File: config.mk
export PLATFORM = sky130hd
export DESIGN_NAME = data_mem_clr_flat
export DESIGN_NICKNAME = d
export VERILOG_FILES = /design/src/rtl/data_mem_clr_pkg.sv /design/src/rtl/data_mem_clr_if.sv /design/src/rtl/data_mem_clr_core.sv /design/src/rtl/data_mem_clr.sv /design/src/flat_wrapper.sv
export SDC_FILE = /design/constraint.sdc
export NUM_CORES = 2
export LEC_CHECK = 0
export CAP_MARGIN = 40
export CELL_PAD_IN_SITES_DETAIL_PLACEMENT = 1
export CELL_PAD_IN_SITES_GLOBAL_PLACEMENT = 2
export CORE_ASPECT_RATIO = 0.7
export CORE_MARGIN = 3
export CORE_UTILIZATION = 50
export DETAILED_ROUTE_END_ITERATION = 8
export PLACE_DENSITY = 0.88
export SETUP_SLACK_MARGIN = 0.15
export SYNTH_ARGS = -nofsm -noshare
export SYNTH_HDL_FRONTEND = slang
export SYNTH_SLANG_ARGS = --single-unit
File: constraint.sdc
create_clock -name Clk -period 15.2 [get_ports Clk]
set_clock_uncertainty 0.15 [all_clocks]
set_input_delay 3.04 -clock Clk [delete_from_list [all_inputs] [get_ports Clk]]
set_output_delay 3.04 -clock Clk [all_outputs]
set_load 0.01 [all_outputs]
File: src/rtl/data_mem_clr_pkg.sv
// Shared types and sizing helpers for the clearable data memory.
package data_mem_pkg;

  typedef enum logic {
    ST_IDLE  = 1'b0,
    ST_CLEAR = 1'b1
  } state_e;

  // Source of DataOut after the most recent accepted read
  typedef enum logic [1:0] {
    SEL_ZERO = 2'd0,
    SEL_CORE = 2'd1,
    SEL_BYP  = 2'd2
  } rd_sel_e;

  function automatic int clog2(input int n);
    int r;
    r = 0;
    for (int v = 1; v < n; v = v << 1) r++;
    return r;
  endfunction

  // Word-index width: enough for DEPTH, at least 1, never wider than the address
  function automatic int idx_w(input int depth, input int addr_w);
    int w;
    w = clog2(depth);
    if (w < 1) w = 1;
    if (w > addr_w) w = addr_w;
    return w;
  endfunction

endpackage

File: src/rtl/data_mem_clr_if.sv
// Request/response bundle between the datapath and the data memory.
interface data_mem_clr_if #(
  parameter int DATA_W = 8,
  parameter int ADDR_W = 8
);
  logic              WriteEn;
  logic              ReadEn;
  logic [ADDR_W-1:0] DataAddress;
  logic [DATA_W-1:0] DataIn;
  logic [DATA_W-1:0] DataOut;
  logic              RdValid;
  logic              Ready;
  logic              AddrErr;

  modport master (
    output WriteEn, ReadEn, DataAddress, DataIn,
    input  DataOut, RdValid, Ready, AddrErr
  );

  modport slave (
    input  WriteEn, ReadEn, DataAddress, DataIn,
    output DataOut, RdValid, Ready, AddrErr
  );
endinterface

File: src/rtl/data_mem_clr_core.sv
// Plain storage: one synchronous write port, one registered read port, no reset.
module data_mem_core
  import data_mem_pkg::*;
#(
  parameter int DATA_W = 8,
  parameter int ADDR_W = 8,
  parameter int DEPTH  = 256,
  localparam int IDX_W = idx_w(DEPTH, ADDR_W)
) (
  input  logic              clk,
  input  logic              we_i,
  input  logic [IDX_W-1:0]  waddr_i,
  input  logic [DATA_W-1:0] wdata_i,
  input  logic              re_i,
  input  logic [IDX_W-1:0]  raddr_i,
  output logic [DATA_W-1:0] rdata_o
);

  logic [DATA_W-1:0] mem_q [DEPTH];
  logic [DATA_W-1:0] rdata_q;

  // Read returns pre-write contents; same-address forwarding lives in the wrapper
  always_ff @(posedge clk) begin
    if (we_i) mem_q[waddr_i] <= wdata_i;
    if (re_i) rdata_q <= mem_q[raddr_i];
  end

  assign rdata_o = rdata_q;

endmodule

File: src/rtl/data_mem_clr.sv
// Data memory with post-reset clear sweep, Ready handshake, write-first forwarding
// and out-of-range detection.
module data_mem_clr
  import data_mem_pkg::*;
#(
  parameter int              DATA_W         = 8,
  parameter int              ADDR_W         = 8,
  parameter int              DEPTH          = 256,
  parameter bit              CLEAR_ON_RESET = 1'b1,
  parameter logic [DATA_W-1:0] INIT_VAL     = '0
) (
  input logic           Clk,
  input logic           Reset,
  data_mem_clr_if.slave bus
);

  localparam int               IDX_W   = idx_w(DEPTH, ADDR_W);
  localparam logic [ADDR_W:0]  DEPTH_X = (ADDR_W+1)'(DEPTH);
  localparam logic [IDX_W-1:0] LAST    = IDX_W'(DEPTH - 1);

  state_e            state_q, state_d;
  logic [IDX_W-1:0]  clr_ptr_q, clr_ptr_d;
  logic              rd_vld_q, rd_vld_d;
  logic              addr_err_q, addr_err_d;
  rd_sel_e           sel_q, sel_d;
  logic [DATA_W-1:0] byp_q, byp_d;

  logic              ready, in_range, acc_rd, acc_wr;
  logic              mem_we, mem_re;
  logic [IDX_W-1:0]  mem_waddr;
  logic [DATA_W-1:0] mem_wdata, core_rdata;

  assign ready    = (state_q == ST_IDLE) && !Reset;
  assign in_range = {1'b0, bus.DataAddress} < DEPTH_X;
  assign acc_rd   = ready && bus.ReadEn;
  assign acc_wr   = ready && bus.WriteEn;
  assign mem_re   = acc_rd && in_range;

  // Sweep owns the write port while clearing
  always_comb begin
    mem_we    = 1'b0;
    mem_waddr = bus.DataAddress[IDX_W-1:0];
    mem_wdata = bus.DataIn;
    if (state_q == ST_CLEAR && !Reset) begin
      mem_we    = 1'b1;
      mem_waddr = clr_ptr_q;
      mem_wdata = INIT_VAL;
    end else if (acc_wr && in_range) begin
      mem_we = 1'b1;
    end
  end

  data_mem_core #(
    .DATA_W (DATA_W),
    .ADDR_W (ADDR_W),
    .DEPTH  (DEPTH)
  ) u_core (
    .clk     (Clk),
    .we_i    (mem_we),
    .waddr_i (mem_waddr),
    .wdata_i (mem_wdata),
    .re_i    (mem_re),
    .raddr_i (bus.DataAddress[IDX_W-1:0]),
    .rdata_o (core_rdata)
  );

  always_comb begin
    state_d    = state_q;
    clr_ptr_d  = clr_ptr_q;
    rd_vld_d   = acc_rd;
    addr_err_d = (acc_rd || acc_wr) && !in_range;
    sel_d      = sel_q;
    byp_d      = byp_q;
    if (state_q == ST_CLEAR) begin
      clr_ptr_d = clr_ptr_q + 1'b1;
      if (clr_ptr_q == LAST) state_d = ST_IDLE;
    end
    // Address is shared, so a concurrent write always hits the read address
    if (acc_rd) begin
      if (!in_range) begin
        sel_d = SEL_ZERO;
      end else if (bus.WriteEn) begin
        sel_d = SEL_BYP;
        byp_d = bus.DataIn;
      end else begin
        sel_d = SEL_CORE;
      end
    end
  end

  always_ff @(posedge Clk) begin
    if (Reset) begin
      state_q    <= CLEAR_ON_RESET ? ST_CLEAR : ST_IDLE;
      clr_ptr_q  <= '0;
      rd_vld_q   <= 1'b0;
      addr_err_q <= 1'b0;
      sel_q      <= SEL_ZERO;
      byp_q      <= '0;
    end else begin
      state_q    <= state_d;
      clr_ptr_q  <= clr_ptr_d;
      rd_vld_q   <= rd_vld_d;
      addr_err_q <= addr_err_d;
      sel_q      <= sel_d;
      byp_q      <= byp_d;
    end
  end

  always_comb begin
    case (sel_q)
      SEL_CORE: bus.DataOut = core_rdata;
      SEL_BYP:  bus.DataOut = byp_q;
      default:  bus.DataOut = '0;
    endcase
  end

  assign bus.RdValid = rd_vld_q;
  assign bus.AddrErr = addr_err_q;
  assign bus.Ready   = ready;

endmodule

File: src/flat_wrapper.sv
// flat-port wrapper written by rule: the top's interface ports become plain ports
module data_mem_clr_flat import data_mem_pkg::*;
#(
  parameter int              DATA_W         = 8,
  parameter int              ADDR_W         = 8,
  parameter int              DEPTH          = 256,
  parameter bit              CLEAR_ON_RESET = 1'b1,
  parameter logic [DATA_W-1:0] INIT_VAL     = '0
)
  (Clk, Reset, bus_WriteEn, bus_ReadEn, bus_DataAddress, bus_DataIn, bus_DataOut, bus_RdValid, bus_Ready, bus_AddrErr);
  data_mem_clr_if #(.DATA_W(DATA_W), .ADDR_W(ADDR_W)) bus_i ();
  input logic Clk;
  input logic Reset;
  input wire logic [$bits(bus_i.WriteEn)-1:0] bus_WriteEn;
  input wire logic [$bits(bus_i.ReadEn)-1:0] bus_ReadEn;
  input wire logic [$bits(bus_i.DataAddress)-1:0] bus_DataAddress;
  input wire logic [$bits(bus_i.DataIn)-1:0] bus_DataIn;
  output wire logic [$bits(bus_i.DataOut)-1:0] bus_DataOut;
  output wire logic [$bits(bus_i.RdValid)-1:0] bus_RdValid;
  output wire logic [$bits(bus_i.Ready)-1:0] bus_Ready;
  output wire logic [$bits(bus_i.AddrErr)-1:0] bus_AddrErr;
  assign bus_i.WriteEn = bus_WriteEn;
  assign bus_i.ReadEn = bus_ReadEn;
  assign bus_i.DataAddress = bus_DataAddress;
  assign bus_i.DataIn = bus_DataIn;
  assign bus_DataOut = bus_i.DataOut;
  assign bus_RdValid = bus_i.RdValid;
  assign bus_Ready = bus_i.Ready;
  assign bus_AddrErr = bus_i.AddrErr;
  data_mem_clr #(.DATA_W(DATA_W), .ADDR_W(ADDR_W), .DEPTH(DEPTH), .CLEAR_ON_RESET(CLEAR_ON_RESET), .INIT_VAL(INIT_VAL)) u_core (.Clk(Clk), .Reset(Reset), .bus(bus_i));
endmodule
==> flow_summary.json <==
{
  "grtUsageTotal": 0.274,
  "yosys_register_bits": 2076,
  "seq_area_frac_synth": 0.769,
  "end_kind": "output pin",
  "worstPathCellList": "clkdlybuf4s50_1, buf_4, nor2_1, clkdlybuf4s50_1",
  "place_area_um2": 84100,
  "drc": 0,
  "yosysTopAreaCell": "edfxtp_1",
  "cts.reportedPaths.clkPinSlew_ns": 0.07,
  "coreArea_um2": 159000,
  "cts_max_level": 4,
  "worstPathRequired_ns": 12.01,
  "place_congestion": 0.840,
  "die_area_um2": 167000,
  "syn_to_final_growth_pct": 11.7,
  "hp-class": "register to register",
  "ys_top_cells_by_area": "edfxtp_1 76%, mux4_2 14%, nor2_1 1.5%",
  "ioPinCount": 31,
  "finalSetupViolCount": 0,
  "drt_wl_total_um": 226000,
  "post_cts_buffers": 0,
  "worstSetupPathType": "primary input to output pin",
  "start_util": 0.507,
  "wl_per_cell_um": 36.2,
  "critPathTopFamily": "buffers and inverters",
  "syn_avg_cell_area_um2": 21.2,
  "clk_latency_ns": 0.81,
  "dr_wl_met3_um": 27000,
  "dr.pass1.iters": 6,
  "die_y_um": 342,
  "post_cts_resized": 0,
  "grt_overflow": 0,
  "vias": 42300,
  "clockBufferDepth": 3,
  "nFillCells": 13500,
  "post-route-period-util": 0.507,
  "final_core_util": 0.566,
  "synth_edf_count": 2056,
  "fp.dieW_um": 487,
  "cpMostUsedCell": "clkdlybuf4s50_1",
  "clock_sinks": 2076,
  "maxCapViolCount": 0,
  "vias_per_cell": 6.77,
  "status": "completed",
  "synth_warnings": 0,
  "hold_viol": 0,
  "ant_nets": 0,
  "relSlewSlack": 0.190,
  "rsz0062_at_grt": "false",
  "hold_buffers": 0,
  "ys_types": 51,
  "m1WireLength_um": 87000,
  "async_flop_share": 0,
  "leakagePower_nw": 28.3,
  "numCtsBuffers": 182,
  "grt_pass1_vias": 43600,
  "fmax_mhz": 130,
  "rows": 122,
  "path_buf_inv": 3,
  "cp-start-kind": "primary input",
  "peakVddDrop_v": 0.000101,
  "final_common_cell": "edfxtp_1",
  "grt_pass1_wl_um": 327000,
  "post-dp-hpwl_um": 138000,
  "grt_max_degree": 210,
  "drtIter0Drc": 7292,
  "syn-cell-area_um2": 80800,
  "power.density_nw_per_um2": 129,
  "synth_fp_nets": 3829,
  "layout-drive-gt1-share": 0.246,
  "ys.flop_type": "edfxtp_1",
  "max_stage_delay_ns": 0.60,
  "synth_top_area_share": 0.764,
  "port-buffer-count": 29,
  "crit_slowest_cell": "clkdlybuf4s50_1",
  "syn_inst": 3806,
  "antenna_found_initial": 12,
  "setup_tns_ns": 0,
  "wl_met2_um": 106000,
  "fin_area_um2": 90300,
  "cp_max_fo": 23,
  "worst-slew-pin-transition_ns": 1.21,
  "top_layer": "met5",
  "arrival_ns": 4.51,
  "cts-root-buf": "clkbuf_16",
  "final_nets": 4007,
  "fin_crit_ns": 7.70,
  "cts_tree": "built",
  "final_cell_mix": "2056 x edfxtp_1, 497 x mux4_2, 319 x nor2_1, 191 x clkbuf_16, 157 x buf_4",
  "slew_viol_final": 0
}
==> kinds of logic after synthesis <==
kind of cell,Yosys count,synth area share
flip-flops,2076,0.769
multiplexers,651,0.158
AND/OR/NAND/NOR,529,0.0273
AO/OA/AOI/OAI,308,0.0272
buffers and inverters,231,0.0172
XOR/XNOR,7,0.000759
adder cells (fa/ha/maj),3,0.000465
other,1,0.0000464
==> path summary, 6_finish.rpt <==
| path | from | endpoint | slack (ns) | cells past startpoint |
|---|---|---|---|---|
| setup reg to reg | u_core.state_q | u_core.u_core.mem_q[201][5] | 10.85 | 5 |
| hold / removal | u_core.byp_q[1] | u_core.byp_q[1] | 0.32 | 2 |
| hold reg to reg | u_core.byp_q[1] | u_core.byp_q[1] | 0.32 | 2 |
| setup / recovery | Reset | bus_Ready | 7.50 | 4 |
==> routing by layer <==
layer / vias up / GRT usage
met1: 22500 / 0.398
li1: 16200 / -
met3: 428 / 0.0665
met4: 10 / 0.0833
met2: 3126 / 0.416
met5: - / 0
==> state kept, by name (all words and copies together), names as in the netlist <==
register / cells
u_core.u_core.rdata_o: 8
u_core.bus.RdValid: 1
u_core.sel_q: 2
u_core.state_q: 1
u_core.clr_ptr_q: 8
u_core.u_core.mem_q: 2048
u_core.byp_q: 8
==> layout make-up <==
class / instances / area, µm² / share of cell area
sequential: 2076 / 62100 / 0.689
multi-input combinational: 1499 / 17300 / 0.192
clock buffer: 223 / 4900 / 0.0543
inverter: 9 / 36.3 / 0.000402
antenna: 5 / 12.5 / 0.000139
timing repair buffer: 216 / 2050 / 0.0227
tap: 2108 / 2640 / 0.0292
clock inverter: 115 / 1120 / 0.0125
==> per-stage QoR <==
| step | hold slack (ns) | std cells | total power, W | setup slack [ns] |
|---|---|---|---|---|
| 2_1_floorplan | 0.286 | 3806 | 0.00680 | 7.46 |
| 3_3_place_gp | 0.294 | 5790 | 0.00697 | 6.70 |
| 3_5_place_dp | 0.313 | 5887 | 0.00701 | 6.99 |
| 4_1_cts | 0.322 | 6225 | 0.0117 | 7.50 |
| 5_1_grt | 0.362 | 6247 | 0.0119 | 7.39 |
| 6_report | 0.319 | 6251 | 0.0117 | 7.50 |
==> tightest hold or removal path, delay by kind of cell, from the launching register on <==
family          cells  cell delay, ns
compound gates      1            0.05
flops               1            0.31
simple gates        1            0.05
==> cell usage after synthesis (all sizes together) (9+ instances only) <==
cell	n
and2	14
o221ai	39
a21oi	52
mux2	33
a22o	26
nor3	11
nand3	28
a22oi	52
mux2i	121
nand2	105
nand3b	11
o22ai	49
nand2b	9
mux4	497
o21ai	20
buf	133
dfxtp	20
a211oi	31
nor2	324
edfxtp	2056
inv	9
a221oi	19
clkbuf	89
==> where the power goes <==
| part | switching (W) | internal [W] |
|---|---|---|
| Sequential | 0.00000379 | 0.00630 |
| Clock | 0.00212 | 0.00264 |
| Combinational | 0.000399 | 0.000203 |
Note: power is estimated with default switching activity, not from simulation.
